--- config.mk ---
export PLATFORM = sky130hd
export DESIGN_NAME = arb_rr_sched
export DESIGN_NICKNAME = d
export VERILOG_FILES = /design/src/rtl/arb_pkg.sv /design/src/rtl/arb_rr_sched_rr_pick.sv /design/src/rtl/arb_rr_sched.sv
export SDC_FILE = /design/constraint.sdc
export NUM_CORES = 1
export LEC_CHECK = 0
export BUFFER_PORTS_ARGS = -buffer_cell sky130_fd_sc_hd__buf_4
export CAP_MARGIN = 5
export CORE_MARGIN = 2
export CORE_UTILIZATION = 57
export DETAILED_ROUTE_END_ITERATION = 10
export GPL_TIMING_DRIVEN = 0
export MAX_ROUTING_LAYER = met4
export PLACE_DENSITY_LB_ADDON = 0.1
export SYNTH_ARGS = -nofsm -noshare
export SYNTH_HDL_FRONTEND = slang
export SYNTH_SLANG_ARGS = --single-unit
--- constraint.sdc ---
create_clock -name clk -period 3.6 [get_ports clk]
set_input_delay 0.72 -clock clk [delete_from_list [all_inputs] [get_ports clk]]
set_output_delay 0.72 -clock clk [all_outputs]
set_load 0.05 [all_outputs]
--- src/rtl/arb_pkg.sv ---
// Shared types and width helpers for the round-robin scheduler (arb_rr_sched).
package arb_pkg;

  typedef enum logic [1:0] {
    IDLE = 2'd0,
    WAIT = 2'd1,
    DONE = 2'd2
  } state_t;

  // Index width; a single-bit index is kept even for degenerate N.
  function automatic int idx_w(input int n);
    return (n > 1) ? $clog2(n) : 1;
  endfunction

  // Wait counter must hold WAIT_MAX itself so it can saturate there.
  function automatic int wcnt_w(input int wait_max);
    return $clog2(wait_max + 1);
  endfunction

endpackage

--- src/rtl/arb_rr_sched_rr_pick.sv ---
// Rotating priority encoder: first set bit of vec at or above ptr, wrapping N-1 -> 0.
module rr_pick #(
  parameter int N     = 8,
  parameter int IDX_W = 3
) (
  input  logic [N-1:0]     vec,
  input  logic [IDX_W-1:0] ptr,
  output logic             valid,
  output logic [IDX_W-1:0] idx
);

  int j;

  // Scan offsets from far to near so the nearest set bit is written last.
  always_comb begin
    valid = 1'b0;
    idx   = '0;
    j     = 0;
    for (int i = N - 1; i >= 0; i--) begin
      j = int'(ptr) + i;
      if (j >= N) j = j - N;
      if (vec[j]) begin
        valid = 1'b1;
        idx   = IDX_W'(j);
      end
    end
  end

endmodule

--- src/rtl/arb_rr_sched.sv ---
// Registered round-robin scheduler with acknowledge watchdog.
// Optional urgent-request mask enabled by defining ARB_PRIO_EN.
module arb_rr_sched
  import arb_pkg::*;
#(
  parameter int N        = 8,
  parameter int WAIT_MAX = 15
) (
  input  logic                clk,
  input  logic                rst,
  input  logic [N-1:0]        req_i,
`ifdef ARB_PRIO_EN
  input  logic [N-1:0]        prio,
`endif
  output logic [N-1:0]        ack_i,
  output logic [idx_w(N)-1:0] gnt_id,
  output logic                req_o,
  input  logic                ack_o,
  output logic                busy,
  output logic                timeout_o
);

  localparam int IDX_W  = idx_w(N);
  localparam int WCNT_W = wcnt_w(WAIT_MAX);
  localparam logic [WCNT_W-1:0] WAIT_LAST = WCNT_W'(WAIT_MAX - 1);
  localparam logic [WCNT_W-1:0] WAIT_SAT  = WCNT_W'(WAIT_MAX);
  localparam logic [N-1:0]      ONE_HOT0  = N'(1);

  state_t             state;
  state_t             state_nxt;
  logic [IDX_W-1:0]   ptr;
  logic [WCNT_W-1:0]  wcnt;
  logic [N-1:0]       pick_vec;
  logic               pick_valid;
  logic [IDX_W-1:0]   pick_idx;

  function automatic logic [WCNT_W-1:0] wcnt_inc(input logic [WCNT_W-1:0] cnt);
    return (cnt == WAIT_SAT) ? cnt : cnt + 1'b1;
  endfunction

  function automatic logic [IDX_W-1:0] ptr_after(input logic [IDX_W-1:0] id);
    return (id == IDX_W'(N - 1)) ? '0 : id + 1'b1;
  endfunction

`ifdef ARB_PRIO_EN
  // Urgent requesters pre-empt the rotation only when any of them is pending.
  assign pick_vec = (|(req_i & prio)) ? (req_i & prio) : req_i;
`else
  assign pick_vec = req_i;
`endif

  rr_pick #(
    .N     (N),
    .IDX_W (IDX_W)
  ) u_pick (
    .vec   (pick_vec),
    .ptr   (ptr),
    .valid (pick_valid),
    .idx   (pick_idx)
  );

  always_comb begin
    state_nxt = state;
    case (state)
      IDLE:    if (pick_valid) state_nxt = WAIT;
      WAIT: begin
        if (ack_o)                  state_nxt = DONE;
        else if (wcnt == WAIT_LAST) state_nxt = IDLE;
      end
      DONE:    state_nxt = IDLE;
      default: state_nxt = IDLE;
    endcase
  end

  // Outputs are registered from the next-state decode so nothing is combinational.
  always_ff @(posedge clk) begin
    if (rst) begin
      state     <= IDLE;
      ptr       <= '0;
      gnt_id    <= '0;
      ack_i     <= '0;
      req_o     <= 1'b0;
      busy      <= 1'b0;
      timeout_o <= 1'b0;
      wcnt      <= '0;
    end else begin
      state     <= state_nxt;
      busy      <= (state_nxt != IDLE);
      req_o     <= (state_nxt == WAIT);
      ack_i     <= '0;
      timeout_o <= 1'b0;
      case (state)
        IDLE: begin
          if (pick_valid) begin
            gnt_id <= pick_idx;
            wcnt   <= '0;
          end
        end
        WAIT: begin
          wcnt <= wcnt_inc(wcnt);
          if (ack_o)                  ack_i     <= ONE_HOT0 << gnt_id;
          else if (wcnt == WAIT_LAST) timeout_o <= 1'b1;
          // Advancing past the winner on abort too keeps a dead requester from starving others.
          if (state_nxt != WAIT)      ptr       <= ptr_after(gnt_id);
        end
        default: ;
      endcase
    end
  end

endmodule

==> report_table.html <==
<table>
<tr><th>Metric</th><th>Value</th></tr>
<tr><th colspan="2">Outcome</th></tr>
<tr><td>Result of the run</td><td>complete, no violations</td></tr>
<tr><th colspan="2">Cells and area</th></tr>
<tr><td>Register cell area after layout</td><td>460.4 um2</td></tr>
<tr><td>Final antenna diode count</td><td>0</td></tr>
<tr><td>Filler Cell Count</td><td>255</td></tr>
<tr><td>Most frequent cells in the layout</td><td>buf_4, dfxtp_1, nor2_1, a21oi_1</td></tr>
<tr><td>Fraction of the core area covered by cells at the end of the flow</td><td>0.6818</td></tr>
<tr><td>Layout cells sized above 1</td><td>0.2500</td></tr>
<tr><td>Number of nets in the layout</td><td>233</td></tr>
<tr><td>Area occupied by multi-input gates</td><td>1241 um2</td></tr>
<tr><td>Most common cell after layout, fill and taps aside</td><td>buf_4</td></tr>
<tr><td>Area growth from synthesis to layout</td><td>14.58%</td></tr>
<tr><th colspan="2">Setup path</th></tr>
<tr><td>Critical path class</td><td>reg -&gt; reg</td></tr>
<tr><td>Critical Path Fanout Max</td><td>10</td></tr>
<tr><td>Worst setup SP type</td><td>flop</td></tr>
<tr><td>Endpoint arrival time on the critical path</td><td>3.33 ns</td></tr>
<tr><td>Crit path from</td><td>ptr[0]$_SDFFE_PP0P_</td></tr>
<tr><td>CP required</td><td>3.81 ns</td></tr>
<tr><td>Kind of capture point of the worst setup path</td><td>flop</td></tr>
<tr><td>Launch instance of the worst register-to-register path</td><td>ptr[0]$_SDFFE_PP0P_</td></tr>
<tr><th colspan="2">Pwr</th></tr>
<tr><td>Leak</td><td>0.8481 nW</td></tr>
<tr><td>VDD IR-drop max</td><td>0.0001593 V</td></tr>
<tr><td>Power density over the cells</td><td>343.3 nW/um2</td></tr>
<tr><th colspan="2">Route</th></tr>
<tr><td>Final WL</td><td>3.821 mm</td></tr>
<tr><td>Iteration-0 DRC Markers</td><td>37</td></tr>
<tr><td>Average wire per cell in the routed design</td><td>14.93 um</td></tr>
<tr><td>Number of detailed-routing iterations run before antenna repair</td><td>4</td></tr>
<tr><td>Post-route ant nets</td><td>0</td></tr>
<tr><td>Vias per cell</td><td>5.914</td></tr>
<tr><td>Vias after detailed routing</td><td>1,514</td></tr>
<tr><td>DRC violations left</td><td>0</td></tr>
<tr><th colspan="2">Logic synthesis</th></tr>
<tr><td>Cell type contributing the most total cell area after synthesis</td><td>dfxtp_1</td></tr>
<tr><td>Gate count of the mapped netlist</td><td>184</td></tr>
<tr><td>Flip-flop and latch count after synthesis</td><td>23</td></tr>
<tr><td>Synthesis warning total</td><td>0</td></tr>
<tr><td>Portion of synthesized cell area occupied by the leading cell type</td><td>0.2556</td></tr>
<tr><td>Fraction of the yosys area taken by sequential cells</td><td>0.2556</td></tr>
<tr><td>Post-Syn Area</td><td>1802 um2</td></tr>
<tr><td>Count of cell types in the netlist</td><td>43</td></tr>
<tr><td>Cell types occupying the most area after synthesis</td><td>dfxtp_1, mux4_1, mux4_2</td></tr>
<tr><td>Post-Syn Nets</td><td>204</td></tr>
<tr><td>Per-instance average area after synthesis</td><td>9.792 um2</td></tr>
<tr><th colspan="2">Floorplan</th></tr>
<tr><td>Core Box Area</td><td>3028 um2</td></tr>
<tr><td>Number of placement rows</td><td>20</td></tr>
<tr><td>Die Outline Area</td><td>3626 um2</td></tr>
<tr><td>Initial cell density of the core</td><td>0.5950</td></tr>
<tr><td>X dimension of the die</td><td>60.22 um</td></tr>
<tr><td>Die extent in y</td><td>60.22 um</td></tr>
<tr><td>I/O pin count</td><td>25</td></tr>
<tr><th colspan="2">Clock tree</th></tr>
<tr><td>Clk buf depth</td><td>2</td></tr>
<tr><td>CTS tree</td><td>done</td></tr>
<tr><td>Resized cells post-CTS</td><td>0</td></tr>
<tr><td>CTS H-Tree Depth</td><td>1</td></tr>
<tr><td>Number of hold buffers added after cts</td><td>0</td></tr>
<tr><td>Number of setup buffers added after CTS</td><td>0</td></tr>
<tr><td>Library cell used as clock root buffer</td><td>clkbuf_4</td></tr>
<tr><td>CTS clock-pin slew for the worst setup and hold paths</td><td>0.12 ns</td></tr>
<tr><td>Clk sink count</td><td>23</td></tr>
<tr><td>Clock latency at the later pin of the worst-skew pair</td><td>0.30 ns</td></tr>
<tr><td>Number of CTS-inserted buffers</td><td>3</td></tr>
<tr><th colspan="2">Timing</th></tr>
<tr><td>Period Utilization, post-route</td><td>0.8664</td></tr>
<tr><td>Upper clock frequency limit</td><td>320.6 MHz</td></tr>
<tr><td>Least-Margin Pin Slew</td><td>0.6840 ns</td></tr>
<tr><td>Final count of hold timing violations</td><td>0</td></tr>
<tr><td>Slew margin rel.</td><td>0.5431</td></tr>
<tr><td>Final worst path period need</td><td>3.119 ns</td></tr>
<tr><td>Unrepaired setup endpoints after global routing</td><td>false</td></tr>
<tr><td>Count of final setup violators</td><td>0</td></tr>
<tr><td>Number of slew-limit violations in the final report</td><td>0</td></tr>
<tr><td>Setup total negative slack</td><td>0 ns</td></tr>
<tr><td>Final worst clock skew</td><td>0.002438 ns</td></tr>
<tr><th colspan="2">Global route</th></tr>
<tr><td>Total GRT Usage</td><td>0.2406</td></tr>
<tr><td>Number of antenna violations at the first check in global routing</td><td>0</td></tr>
<tr><td>First-pass GRT wire length</td><td>6.306 mm</td></tr>
<tr><td>Maximum number of pins on one net before global-route repair</td><td>14</td></tr>
<tr><td>Global route total overflow</td><td>0</td></tr>
<tr><td>Number of global-route vias before repair</td><td>1,466</td></tr>
<tr><th colspan="2">Min path</th></tr>
<tr><td>Type of the most critical hold path</td><td>reg -&gt; reg</td></tr>
<tr><td>Worst hold path startpoint</td><td>wcnt[3]$_SDFFE_PP0P_</td></tr>
<tr><th colspan="2">Place</th></tr>
<tr><td>Placer congestion estimate</td><td>0.8837</td></tr>
<tr><td>DP HPWL</td><td>3.045 mm</td></tr>
<tr><td>Number of buffers added on ports</td><td>24</td></tr>
<tr><th colspan="2">Flow run</th></tr>
<tr><td>Max-cap viol count</td><td>0</td></tr>
</table>
-- cell usage after synthesis --
cell type and number:
a21oi_1 12, a211oi_1 2, dfxtp_1 23, nor2_2 1, nor2_1 21, buf_6 2, o31a_2 1, a32oi_1 2
and2_1 5, nand3_1 5, o311a_1 1, inv_1 11, xnor2_1 4, nand2_1 11, a221oi_1 2, o21bai_2 1
mux2i_1 10, a22o_1 1, xor2_1 2, clkbuf_1 1, nor2b_1 2, o22ai_1 2, clkbuf_8 1, and3_1 4
nor3_1 6, nor4_1 1, clkinv_1 1, a31o_2 1, a31oi_1 3, ha_1 9, o21ai_0 5, o221ai_1 1
nor4_2 2, a21o_1 1, mux2_4 1, a22oi_1 1, o211ai_1 1, a211oi_2 1, mux4_1 8, nor3b_1 1
mux2_2 4, mux4_2 7, buf_2 3
-- critical path, stage by stage, from the launching register on --
cell,delay (ns)
dfxtp_1,0.49
buf_6,0.20
clkinv_1,0.22
ha_1,0.43
buf_2,0.26
mux4_2,0.27
nor4_2,0.07
a211oi_2,0.62
o211ai_1,0.19
a22o_1,0.27
-- logic make-up (layout without fill, tap and decap cells) --
group           count (synthesis)  in the layout  share of synthesized area
compound gates                 38             38                     0.1438
flops                          23             23                     0.2556
simple gates                   59             59                     0.1604
buf+inv                        19             47                    0.05555
mux                            30             30                     0.2931
xor+xnor                        6              6                    0.02917
fa+ha+maj                       9              9                    0.06250
-- power by group --
part / total [mW] / switching [mW] / internal, mW
sequential: 0.283 / 0.0149 / 0.268
combinational: 0.309 / 0.176 / 0.133
clock: 0.117 / 0.0752 / 0.0415
-- stage by stage --
stage | std cells | cell area, um2 | worst slack [ns] | hold WS [ns] | power, mW
after global placement | 252 | 2037 | 0.5682 | 0.5265 | 0.5865
after detailed placement | 252 | 2037 | 0.5098 | 0.5200 | 0.5959
after floorplan | 184 | 1802 | 0.9621 | 0.4902 | 0.5219
after global routing | 256 | 2064 | 0.2774 | 0.5862 | 0.7540
after CTS | 256 | 2064 | 0.4765 | 0.5464 | 0.7119
final | 256 | 2064 | 0.4810 | 0.5459 | 0.7087
-- state kept, by name, indices dropped and copies added, names as in the netlist --
| name | cells |
|---|---|
| ack_i | 8 |
| busy | 1 |
| gnt_id | 3 |
| ptr | 3 |
| req_o | 1 |
| state | 2 |
| timeout_o | 1 |
| wcnt | 4 |
-- worst paths after layout --
path	cells past startpoint	slack, ns	end
max	9	0.48	gnt_id[1]$_SDFFE_PP0P_
min	2	0.55	timeout_o$_SDFF_PP0_
max reg2reg	9	0.48	gnt_id[1]$_SDFFE_PP0P_
min reg2reg	2	0.55	timeout_o$_SDFF_PP0_
-- area by class of cell --
| cell class | count | share of cell area |
|---|---|---|
| Multi-Input combinational cell | 142 | 0.6012 |
| Timing Repair Buffer | 24 | 0.08727 |
| Sequential cell | 23 | 0.2230 |
| Clock buffer | 3 | 0.01091 |
| Buffer | 7 | 0.02667 |
| Inverter | 12 | 0.02182 |
| Clock inverter | 1 | 0.002424 |
| Tap cell | 44 | 0.02667 |
-- routing by layer --
layer  GRT usage  part of all wire  vias up
li1            -                 -      749
met1      0.2608              0.39      720
met2      0.4410              0.55       39
met3     0.02165             0.043        6
met4      0.1048             0.018        0
met5           -                 0        -
Note: power is estimated with default switching activity, not from simulation.
